--- src/rtl/cdc_req_arbiter_if.sv ---
// Handshake bundle between the requesters / far-domain ack and the CDC request arbiter.
// The requester side is the master; the arbiter is the slave.
interface cdc_req_arbiter_if #(
    parameter int DATAWIDTH = 8,
    parameter int NREQ      = 4,
    parameter int IDW       = 2
);
    logic [NREQ-1:0]           req;
    logic [NREQ*DATAWIDTH-1:0] req_data;
    logic [NREQ-1:0]           grant;
    logic [DATAWIDTH-1:0]      xfer_data;
    logic [IDW-1:0]            xfer_id;
    logic                      xfer_toggle;
    logic                      ack_toggle;
    logic                      busy;
    logic                      done;
    logic [IDW-1:0]            done_id;
    logic                      ack_err;

    modport master (
        output req, req_data, ack_toggle,
        input  grant, xfer_data, xfer_id, xfer_toggle, busy, done, done_id, ack_err
    );

    modport slave (
        input  req, req_data, ack_toggle,
        output grant, xfer_data, xfer_id, xfer_toggle, busy, done, done_id, ack_err
    );
endinterface

--- src/rtl/cdc_req_arbiter.sv ---
// Source-side CDC launcher: arbitrates requesters, holds the winner's word, toggles a request and
// waits for the synchronized ack toggle. Define CDC_ARB_ROUND_ROBIN_EN for round-robin, else fixed priority.
module cdc_req_arbiter #(
    parameter int DATAWIDTH = 8,
    parameter int NREQ      = 4,
    parameter int IDW       = 2
) (
    input  logic              clk,
    input  logic              rst,
    cdc_req_arbiter_if.slave  bus
);
    localparam int NSLOT = 1 << IDW;

    typedef enum logic {
        IDLE     = 1'b0,
        WAIT_ACK = 1'b1
    } state_t;

    state_t               state_q;
    logic                 s0_q, s1_q, s2_q;
    logic                 ack_event;
    logic [NREQ-1:0]      grant_q;
    logic [NREQ-1:0]      grant_d;
    logic [DATAWIDTH-1:0] xfer_data_q;
    logic [IDW-1:0]       xfer_id_q;
    logic                 xfer_tog_q;
    logic                 busy_q;
    logic                 done_q;
    logic [IDW-1:0]       done_id_q;
    logic                 ack_err_q;

    logic [DATAWIDTH-1:0] word [NREQ];
    logic [NSLOT-1:0]     req_ext;
    logic [IDW-1:0]       win_idx;
    logic                 win_found;

    for (genvar gi = 0; gi < NREQ; gi++) begin : g_word
        assign word[gi] = bus.req_data[gi*DATAWIDTH +: DATAWIDTH];
    end

    // Pad the request vector to a power of two so any IDW-wide index is in range.
    assign req_ext   = NSLOT'(bus.req);
    assign ack_event = s1_q ^ s2_q;

`ifdef CDC_ARB_ROUND_ROBIN_EN
    logic [IDW-1:0] ptr_q;
    logic [IDW:0]   cand;

    always_comb begin
        win_idx   = '0;
        win_found = 1'b0;
        cand      = '0;
        for (int k = 1; k <= NREQ; k++) begin
            cand = {1'b0, ptr_q} + (IDW+1)'(k);
            if (cand >= (IDW+1)'(NREQ)) begin
                cand = cand - (IDW+1)'(NREQ);
            end
            if (!win_found && req_ext[cand[IDW-1:0]]) begin
                win_found = 1'b1;
                win_idx   = cand[IDW-1:0];
            end
        end
    end
`else
    // Scanning downward lets the lowest set index overwrite any higher one.
    always_comb begin
        win_idx   = '0;
        win_found = 1'b0;
        for (int k = NREQ - 1; k >= 0; k--) begin
            if (req_ext[IDW'(k)]) begin
                win_found = 1'b1;
                win_idx   = IDW'(k);
            end
        end
    end
`endif

    assign grant_d = {{(NREQ-1){1'b0}}, 1'b1} << win_idx;

    always_ff @(posedge clk or posedge rst) begin
        if (rst) begin
            state_q     <= IDLE;
            s0_q        <= 1'b0;
            s1_q        <= 1'b0;
            s2_q        <= 1'b0;
            grant_q     <= '0;
            xfer_data_q <= '0;
            xfer_id_q   <= '0;
            xfer_tog_q  <= 1'b0;
            busy_q      <= 1'b0;
            done_q      <= 1'b0;
            done_id_q   <= '0;
            ack_err_q   <= 1'b0;
`ifdef CDC_ARB_ROUND_ROBIN_EN
            ptr_q       <= IDW'(NREQ - 1);
`endif
        end else begin
            s0_q    <= bus.ack_toggle;
            s1_q    <= s0_q;
            s2_q    <= s1_q;
            grant_q <= '0;
            done_q  <= 1'b0;
            case (state_q)
                IDLE: begin
                    if (ack_event) begin
                        ack_err_q <= 1'b1;
                    end
                    if (win_found) begin
                        xfer_data_q <= word[win_idx];
                        xfer_id_q   <= win_idx;
                        xfer_tog_q  <= ~xfer_tog_q;
                        grant_q     <= grant_d;
                        busy_q      <= 1'b1;
                        state_q     <= WAIT_ACK;
`ifdef CDC_ARB_ROUND_ROBIN_EN
                        ptr_q       <= win_idx;
`endif
                    end
                end
                WAIT_ACK: begin
                    if (ack_event) begin
                        done_q    <= 1'b1;
                        done_id_q <= xfer_id_q;
                        busy_q    <= 1'b0;
                        state_q   <= IDLE;
                    end
                end
                default: state_q <= IDLE;
            endcase
        end
    end

    assign bus.grant       = grant_q;
    assign bus.xfer_data   = xfer_data_q;
    assign bus.xfer_id     = xfer_id_q;
    assign bus.xfer_toggle = xfer_tog_q;
    assign bus.busy        = busy_q;
    assign bus.done        = done_q;
    assign bus.done_id     = done_id_q;
    assign bus.ack_err     = ack_err_q;
endmodule

--- src/flat_wrapper.sv ---
// flat-port wrapper written by rule: the top's interface ports become plain ports
module cdc_req_arbiter_flat 
#(
    parameter int DATAWIDTH = 8,
    parameter int NREQ      = 4,
    parameter int IDW       = 2
)
  (clk, rst, bus_req, bus_req_data, bus_ack_toggle, bus_grant, bus_xfer_data, bus_xfer_id, bus_xfer_toggle, bus_busy, bus_done, bus_done_id, bus_ack_err);
  cdc_req_arbiter_if #(.DATAWIDTH(DATAWIDTH), .NREQ(NREQ), .IDW(IDW)) bus_i ();
  input  logic clk;
  input  logic rst;
  input wire logic [$bits(bus_i.req)-1:0] bus_req;
  input wire logic [$bits(bus_i.req_data)-1:0] bus_req_data;
  input wire logic [$bits(bus_i.ack_toggle)-1:0] bus_ack_toggle;
  output wire logic [$bits(bus_i.grant)-1:0] bus_grant;
  output wire logic [$bits(bus_i.xfer_data)-1:0] bus_xfer_data;
  output wire logic [$bits(bus_i.xfer_id)-1:0] bus_xfer_id;
  output wire logic [$bits(bus_i.xfer_toggle)-1:0] bus_xfer_toggle;
  output wire logic [$bits(bus_i.busy)-1:0] bus_busy;
  output wire logic [$bits(bus_i.done)-1:0] bus_done;
  output wire logic [$bits(bus_i.done_id)-1:0] bus_done_id;
  output wire logic [$bits(bus_i.ack_err)-1:0] bus_ack_err;
  assign bus_i.req = bus_req;
  assign bus_i.req_data = bus_req_data;
  assign bus_i.ack_toggle = bus_ack_toggle;
  assign bus_grant = bus_i.grant;
  assign bus_xfer_data = bus_i.xfer_data;
  assign bus_xfer_id = bus_i.xfer_id;
  assign bus_xfer_toggle = bus_i.xfer_toggle;
  assign bus_busy = bus_i.busy;
  assign bus_done = bus_i.done;
  assign bus_done_id = bus_i.done_id;
  assign bus_ack_err = bus_i.ack_err;
  cdc_req_arbiter #(.DATAWIDTH(DATAWIDTH), .NREQ(NREQ), .IDW(IDW)) u_core (.clk(clk), .rst(rst), .bus(bus_i));
endmodule
--- config.mk ---
export PLATFORM = sky130hd
export DESIGN_NAME = cdc_req_arbiter_flat
export DESIGN_NICKNAME = d
export VERILOG_FILES = /design/src/rtl/cdc_req_arbiter_if.sv /design/src/rtl/cdc_req_arbiter.sv /design/src/flat_wrapper.sv
export SDC_FILE = /design/constraint.sdc
export NUM_CORES = 1
export LEC_CHECK = 0
export CAP_MARGIN = 10
export CORE_ASPECT_RATIO = 1.5
export CORE_MARGIN = 2
export CORE_UTILIZATION = 33
export DETAILED_ROUTE_END_ITERATION = 8
export PLACE_DENSITY_LB_ADDON = 0.08
export SLEW_MARGIN = 10
export SYNTH_ARGS = -nofsm -noshare
export SYNTH_HDL_FRONTEND = slang
export SYNTH_SLANG_ARGS = --single-unit
--- constraint.sdc ---
create_clock -name clk -period 1.59 [get_ports clk]
set_input_delay 0.2385 -clock clk [delete_from_list [all_inputs] [get_ports clk]]
set_output_delay 0.2385 -clock clk [all_outputs]
set_load 0.03 [all_outputs]
After elaboration in Yosys (flattened, before gate mapping)
Cells that the tools add are included.
{"block": "word_totals", "word_cells": 41, "memories": 0, "mem_bits_rw": 0, "latch_bits": 0, "romBits": 0, "register_bits": 24, "input_bits": 39}
{"block": "op_classes", "div": 0, "addsub": 0, "n_shift": 1, "order_cmp": 1, "eq_ne": 2, "multipliers": 0, "n_reduce_logical": 4, "bitwise_logic": 4, "mux": 17}
{"operator": "$bmux W8 S2", "count": 1}
{"operator": "$mux W8", "count": 2}
{"operator": "$mux W1", "count": 8}
{"operator": "$mux W4", "count": 2}
{"operator": "$reduce_and A2 Y1", "count": 4}
{"operator": "$mux W2", "count": 2}
{"operator": "$pmux W1 S2", "count": 2}
{"operator": "$shl A1 B2 Y4 const A", "count": 1}
{"operator": "$ge A3 B3 Y1 const B", "count": 1}
{"operator": "$not A2 Y3", "count": 1}
{"operator": "$ne A2 B1 Y1 const B", "count": 1}
{"operator": "$ne A2 B2 Y1 const B", "count": 1}
{"operator": "$not A1 Y1", "count": 2}
{"operator": "$xor A1 B1 Y1", "count": 1}

Longest topological paths before layout
{"block": "logic_depth", "ltp_word": 6, "mapped_depth": 3, "ltp_nobuf": 3}

Least setup slack after synthesis
Ideal clock, no wire load.
{"block": "synth_path", "kind": "reg2reg", "start": "register u_core.s2_q", "end": "register u_core.done_id_q[0] (netlist: u_core.bus.done_id[0])", "n_path_buf": 0, "stages_incl_launch_ff": 4, "arrival_ps": 1025, "slack_ps": 440, "setup_time_ps": 125, "path_cell_list": "dfrtp_1 > xnor2_1 > nand2b_4 > mux2_4"}
{"block": "synth_via", "elab_chain_cells": 2}
{"item": "start, declared", "line_no": "cdc_req_arbiter.sv:20", "rtl": "logic s0_q, s1_q, s2_q;"}
{"item": "start signal, assigned", "line_no": "cdc_req_arbiter.sv:100", "rtl": "s2_q <= s1_q;"}
{"item": "$xor A1 B1 Y1", "line_no": "cdc_req_arbiter.sv:43", "rtl": "assign ack_event = s1_q ^ s2_q;"}
{"item": "$reduce_and A2 Y1 (no line)"}
{"item": "end signal, assigned", "line_no": "cdc_req_arbiter.sv:123", "rtl": "done_id_q <= xfer_id_q;"}
{"item": "end, declared", "line_no": "cdc_req_arbiter.sv:29", "rtl": "logic [IDW-1:0] done_id_q;"}
Every way passes these cells.
A chain may end at the register's enable or synchronous reset.

Final worst setup path
{"block": "layout_path", "start": "register u_core.grant_q[1] (netlist: u_core.bus.grant[1])", "end": "output bus_grant[1]"}
{"item": "start, declared", "line_no": "cdc_req_arbiter.sv:22", "rtl": "logic [NREQ-1:0] grant_q;"}
{"item": "start signal, assigned", "line_no": "cdc_req_arbiter.sv:112", "rtl": "grant_q <= grant_d;"}
{"item": "end, declared", "line_no": "flat_wrapper.sv:15", "rtl": "output wire logic [$bits(bus_i.grant)-1:0] bus_grant;"}
No word-level cell between the ends.

==> flow_summary.html <==
<table>
<tr><th>Metric</th><th>Value</th></tr>
<tr><th colspan="2">Setup path</th></tr>
<tr><td>Critical Path End Type</td><td>output pin</td></tr>
<tr><td>CP top delay family</td><td>buffers and inverters</td></tr>
<tr><td>Crit Reg-Reg Startpoint</td><td>u_core.s2_q</td></tr>
<tr><td>Master of the slowest instance on the critical path</td><td>sky130_fd_sc_hd__clkdlybuf4s50_1</td></tr>
<tr><td>Critical path capture point</td><td>bus_grant[1]</td></tr>
<tr><td>Critical Path Stages</td><td>1</td></tr>
<tr><td>Crit. Startpoint</td><td>u_core.bus.grant[1]</td></tr>
<tr><td>Category of the worst setup path launch point</td><td>register</td></tr>
<tr><td>Critical Path Fanout Max</td><td>1</td></tr>
<tr><td>Largest stage delay, worst path</td><td>between 0.6 and 0.7 ns</td></tr>
<tr><td>Cells along the critical path</td><td>clkdlybuf4s50_1</td></tr>
<tr><td>Terminus of the critical flop-to-flop path</td><td>u_core.bus.done_id[0]</td></tr>
<tr><td>Path depth of the worst reg2reg path</td><td>3</td></tr>
<tr><td>CP arrival</td><td>~1.3 ns</td></tr>
<tr><td>Buffer and inverter count on the worst path</td><td>1</td></tr>
<tr><td>Slack of the worst reg-to-reg path</td><td>around 0.4 ns</td></tr>
<tr><td>Critical path data required time</td><td>between 1 and 1.5 ns</td></tr>
<tr><td>Critical path start-end classification</td><td>register to output pin</td></tr>
<tr><th colspan="2">Die</th></tr>
<tr><td>Die ar.</td><td>~0.0028 mm²</td></tr>
<tr><td>Initial core utilization</td><td>34.9%</td></tr>
<tr><td>Horizontal die dimension</td><td>43.9 µm</td></tr>
<tr><td>Die span in y</td><td>approximately 64 µm</td></tr>
<tr><td>Total number of placement rows</td><td>21</td></tr>
<tr><td>Core footprint</td><td>between 0.002 and 0.0025 mm²</td></tr>
<tr><td>Number of ports placed on the die boundary</td><td>59</td></tr>
<tr><th colspan="2">Synthesis</th></tr>
<tr><td>Proportion of netlist area held by the largest area contributor</td><td>63.5%</td></tr>
<tr><td>Flip-flop and latch count after synthesis</td><td>20</td></tr>
<tr><td>Main combinational cell family by area after synthesis</td><td>multiplexers</td></tr>
<tr><td>Adder and majority cell fraction of the synthesized area</td><td>0%</td></tr>
<tr><td>Sequential cell area fraction in the yosys report</td><td>between 60% and 70%</td></tr>
<tr><td>Top cells by area, synth</td><td>sky130_fd_sc_hd__dfrtp_1 63%, sky130_fd_sc_hd__mux2i_1 10%, sky130_fd_sc_hd__o21ai_0 5.1%, sky130_fd_sc_hd__buf_4 4.8%, sky130_fd_sc_hd__nand2_1 4.8%</td></tr>
<tr><td>XOR/XNOR Fraction of Synth Area</td><td>under 10%</td></tr>
<tr><td>Compound-gate portion of the synthesized area</td><td>under 10%</td></tr>
<tr><td>Synthesized-area fraction occupied by and/or/nand/nor cells</td><td>a little under 8%</td></tr>
<tr><td>Synth Area per Inst</td><td>12.3 µm²</td></tr>
<tr><td>Mux cell area share after synthesis</td><td>between 10% and 20%</td></tr>
<tr><td>Number of standard cells after synthesis</td><td>64</td></tr>
<tr><td>Dominant cell type by area after synthesis</td><td>sky130_fd_sc_hd__dfrtp_1</td></tr>
<tr><td>Netlist area before placement</td><td>788 µm²</td></tr>
<tr><td>Total of warnings raised by yosys</td><td>0</td></tr>
<tr><td>Number of distinct standard cells referenced by the synthesized netlist</td><td>15</td></tr>
<tr><th colspan="2">Drt</th></tr>
<tr><td>Sum of routed wire segments on met1</td><td>536 µm</td></tr>
<tr><td>Post-route antenna net violation count</td><td>0</td></tr>
<tr><td>Total met3 wirelength after detailed routing</td><td>roughly 80 µm</td></tr>
<tr><td>Average vias per placed instance</td><td>about 4.5</td></tr>
<tr><td>Length of routed met2 wiring</td><td>746 µm</td></tr>
<tr><td>Number of violations reported at the end of detailed-routing iteration 0</td><td>2</td></tr>
<tr><td>First-pass iteration count of the detailed router</td><td>2</td></tr>
<tr><td>Number of remaining DRC errors</td><td>0</td></tr>
<tr><td>Final routed wirelength across all metal layers</td><td>about 1400 µm</td></tr>
<tr><td>Routed via count</td><td>around 560</td></tr>
<tr><td>Top Layer Used</td><td>met4</td></tr>
<tr><td>WL/cell</td><td>11.2 µm</td></tr>
<tr><th colspan="2">Global routing</th></tr>
<tr><td>First-pass GRT wire length</td><td>2370 µm</td></tr>
<tr><td>Overall fraction of global-route tracks in use</td><td>11.5%</td></tr>
<tr><td>Initial antenna violation count</td><td>0</td></tr>
<tr><td>Overflow left after global routing</td><td>0</td></tr>
<tr><td>Maximum number of pins on one net before global-route repair</td><td>21</td></tr>
<tr><td>Number of global-route vias before repair</td><td>around 530</td></tr>
<tr><th colspan="2">Place</th></tr>
<tr><td>Number of buffers added on ports</td><td>35</td></tr>
<tr><td>Number of placed cells counting well taps</td><td>approximately 120</td></tr>
<tr><td>RD Place Congestion</td><td>0.648</td></tr>
<tr><td>Pre-CTS setup slack</td><td>about 0.25 ns</td></tr>
<tr><th colspan="2">Final layout</th></tr>
<tr><td>Most common library cell in the layout ignoring fill and taps</td><td>sky130_fd_sc_hd__clkdlybuf4s50_1</td></tr>
<tr><td>Number of nets at the end of the flow</td><td>between 100 and 150</td></tr>
<tr><td>Post-layout instance count excluding filler cells</td><td>roughly 120</td></tr>
<tr><td>Antenna cell count</td><td>0</td></tr>
<tr><td>Highest-count cells in the layout ignoring fill and taps</td><td>22 x sky130_fd_sc_hd__clkdlybuf4s50_1, 20 x sky130_fd_sc_hd__dfrtp_1, 12 x sky130_fd_sc_hd__dlymetal6s2s_1, 10 x sky130_fd_sc_hd__nand2_1</td></tr>
<tr><td>Fraction of final layout cells sized beyond drive strength 1</td><td>under 10%</td></tr>
<tr><td>Combined flip-flop and latch cell area</td><td>about 500 µm²</td></tr>
<tr><td>Layout Area Growth over Synthesis</td><td>52.9%</td></tr>
<tr><td>Final core utilization</td><td>about 53%</td></tr>
<tr><td>Number of filler cells placed in the layout</td><td>around 230</td></tr>
<tr><td>Combined area of the multi-input logic cells</td><td>244 µm²</td></tr>
<tr><th colspan="2">Clock tree</th></tr>
<tr><td>CTS tree</td><td>done</td></tr>
<tr><td>CTS Root Cell</td><td>sky130_fd_sc_hd__clkbuf_4</td></tr>
<tr><td>Total number of clock tree sinks</td><td>20</td></tr>
<tr><td>H-tree levels</td><td>1</td></tr>
<tr><td>Number of buffers between clock root and the deepest sink</td><td>2</td></tr>
<tr><td>CTS hold repair buffers</td><td>0</td></tr>
<tr><td>Clock-pin slew of the registers on the worst-case setup and hold paths</td><td>~0.1 ns</td></tr>
<tr><td>CTS Buf Count</td><td>3</td></tr>
<tr><td>Clk_lat worst skew</td><td>0.28 ns</td></tr>
<tr><th colspan="2">Power</th></tr>
<tr><td>Power density relative to cell area</td><td>approximately 1200 mW/mm²</td></tr>
<tr><td>Worst voltage drop across the vdd grid</td><td>between 500 and 600 µV</td></tr>
<tr><td>Leakage power</td><td>between 0.0006 and 0.0007 µW</td></tr>
<tr><td>Total Power Consumption</td><td>1440 µW</td></tr>
<tr><th colspan="2">STA</th></tr>
<tr><td>Timing-limited maximum frequency</td><td>~0.66 GHz</td></tr>
<tr><td>Number of max-slew violations in the final report</td><td>0</td></tr>
<tr><td>Unrepaired setup endpoints after global routing</td><td>no</td></tr>
<tr><td>Final worst slack</td><td>~0.077 ns</td></tr>
<tr><td>Fin Clk Skew</td><td>0.00486 ns</td></tr>
<tr><td>Post-layout minimum cycle time</td><td>between 1.5 and 2 ns</td></tr>
<tr><td>Post-route clock period utilization</td><td>between 90% and 100%</td></tr>
<tr><td>Setup Viol. Count Final</td><td>0</td></tr>
<tr><td>Sum Neg Setup Slack</td><td>0 ns</td></tr>
<tr><td>Final hold vios</td><td>0</td></tr>
<tr><th colspan="2">Worst hold path</th></tr>
<tr><td>Type of the most critical hold path</td><td>primary input to asynchronous set/reset pin</td></tr>
<tr><th colspan="2">Run</th></tr>
<tr><td>Max-cap viol count</td><td>0</td></tr>
<tr><th colspan="2">Status</th></tr>
<tr><td>Run status</td><td>finished, final reports clean</td></tr>
</table>
## final cells by class
class | count | area share, %
clock buffer | 3 | 1.87
inverter | 2 | 0.623
multi-input combinational | 38 | 20.2
sequential | 20 | 41.5
tap | 23 | 2.39
timing repair buffer | 38 | 33.3
## cells in the mapped netlist (all sizes together)
| cell | instances |
|---|---|
| nor2 | 1 |
| buf | 7 |
| inv | 2 |
| nand2b | 1 |
| nor2b | 1 |
| mux2 | 1 |
| mux2i | 8 |
| dfrtp | 20 |
| conb | 1 |
| nand2 | 10 |
| a21o | 1 |
| o21bai | 1 |
| xnor2 | 2 |
| o21ai | 8 |
## worst min path at each step
stage                           start                       to  slack, ns  cells past startpoint
final                             rst  u_core.bus.xfer_data[3]       0.27                      3
after floorplan                   rst       u_core.bus.ack_err       0.20                      1
after global placement    u_core.s0_q              u_core.s1_q       0.34                      0
after detailed placement  u_core.s0_q              u_core.s1_q       0.34                      0
after CTS                         rst  u_core.bus.xfer_data[3]       0.27                      3
after global routing              rst              u_core.s0_q       0.31                      3
## report_power, final
group / leakage, µW / switching, µW / total [µW] / internal, µW
clock: 0.0000138 / 133 / 221 / 87.9
combinational: 0.000417 / 314 / 563 / 249
sequential: 0.000240 / 51.7 / 659 / 607
## metrics by stage
stage	hold slack, ns	instance area, µm²
after floorplan	0.202	800
after global placement	0.339	1150
after global routing	0.313	1200
final	0.272	1200
after detailed placement	0.338	1150
after CTS	0.273	1170
## kinds of logic after synthesis
kind of cell,after synthesis
compound gates,10
simple gates,13
xor+xnor,2
other cells,1
buf+inv,9
flops,20
mux,9
## routing by layer
metal / vias to the layer above / global-route usage, %
li1: 275 / -
met1: 264 / 13.6
met2: 20 / 18.4
met3: 2 / 1.69
met4: 0 / 7.95
met5: - / 0
## timing repair
action / in CTS / in global routing
buffers inserted: 0 / 0
gates resized for setup: 1 / 12
setup endpoints to repair: 1 / 12
## registers in the layout, summed over array words and instances, names as in the netlist
| signal | count |
|---|---|
| u_core.bus.done | 1 |
| u_core.bus.xfer_id | 1 |
| u_core.state_q | 1 |
| u_core.bus.xfer_data | 8 |
| u_core.s2_q | 1 |
| u_core.bus.ack_err | 1 |
| u_core.bus.done_id | 1 |
| u_core.s0_q | 1 |
| u_core.bus.grant | 2 |
| u_core.bus.busy | 1 |
| u_core.bus.xfer_toggle | 1 |
| u_core.s1_q | 1 |
(Power assumes the default switching activity.)
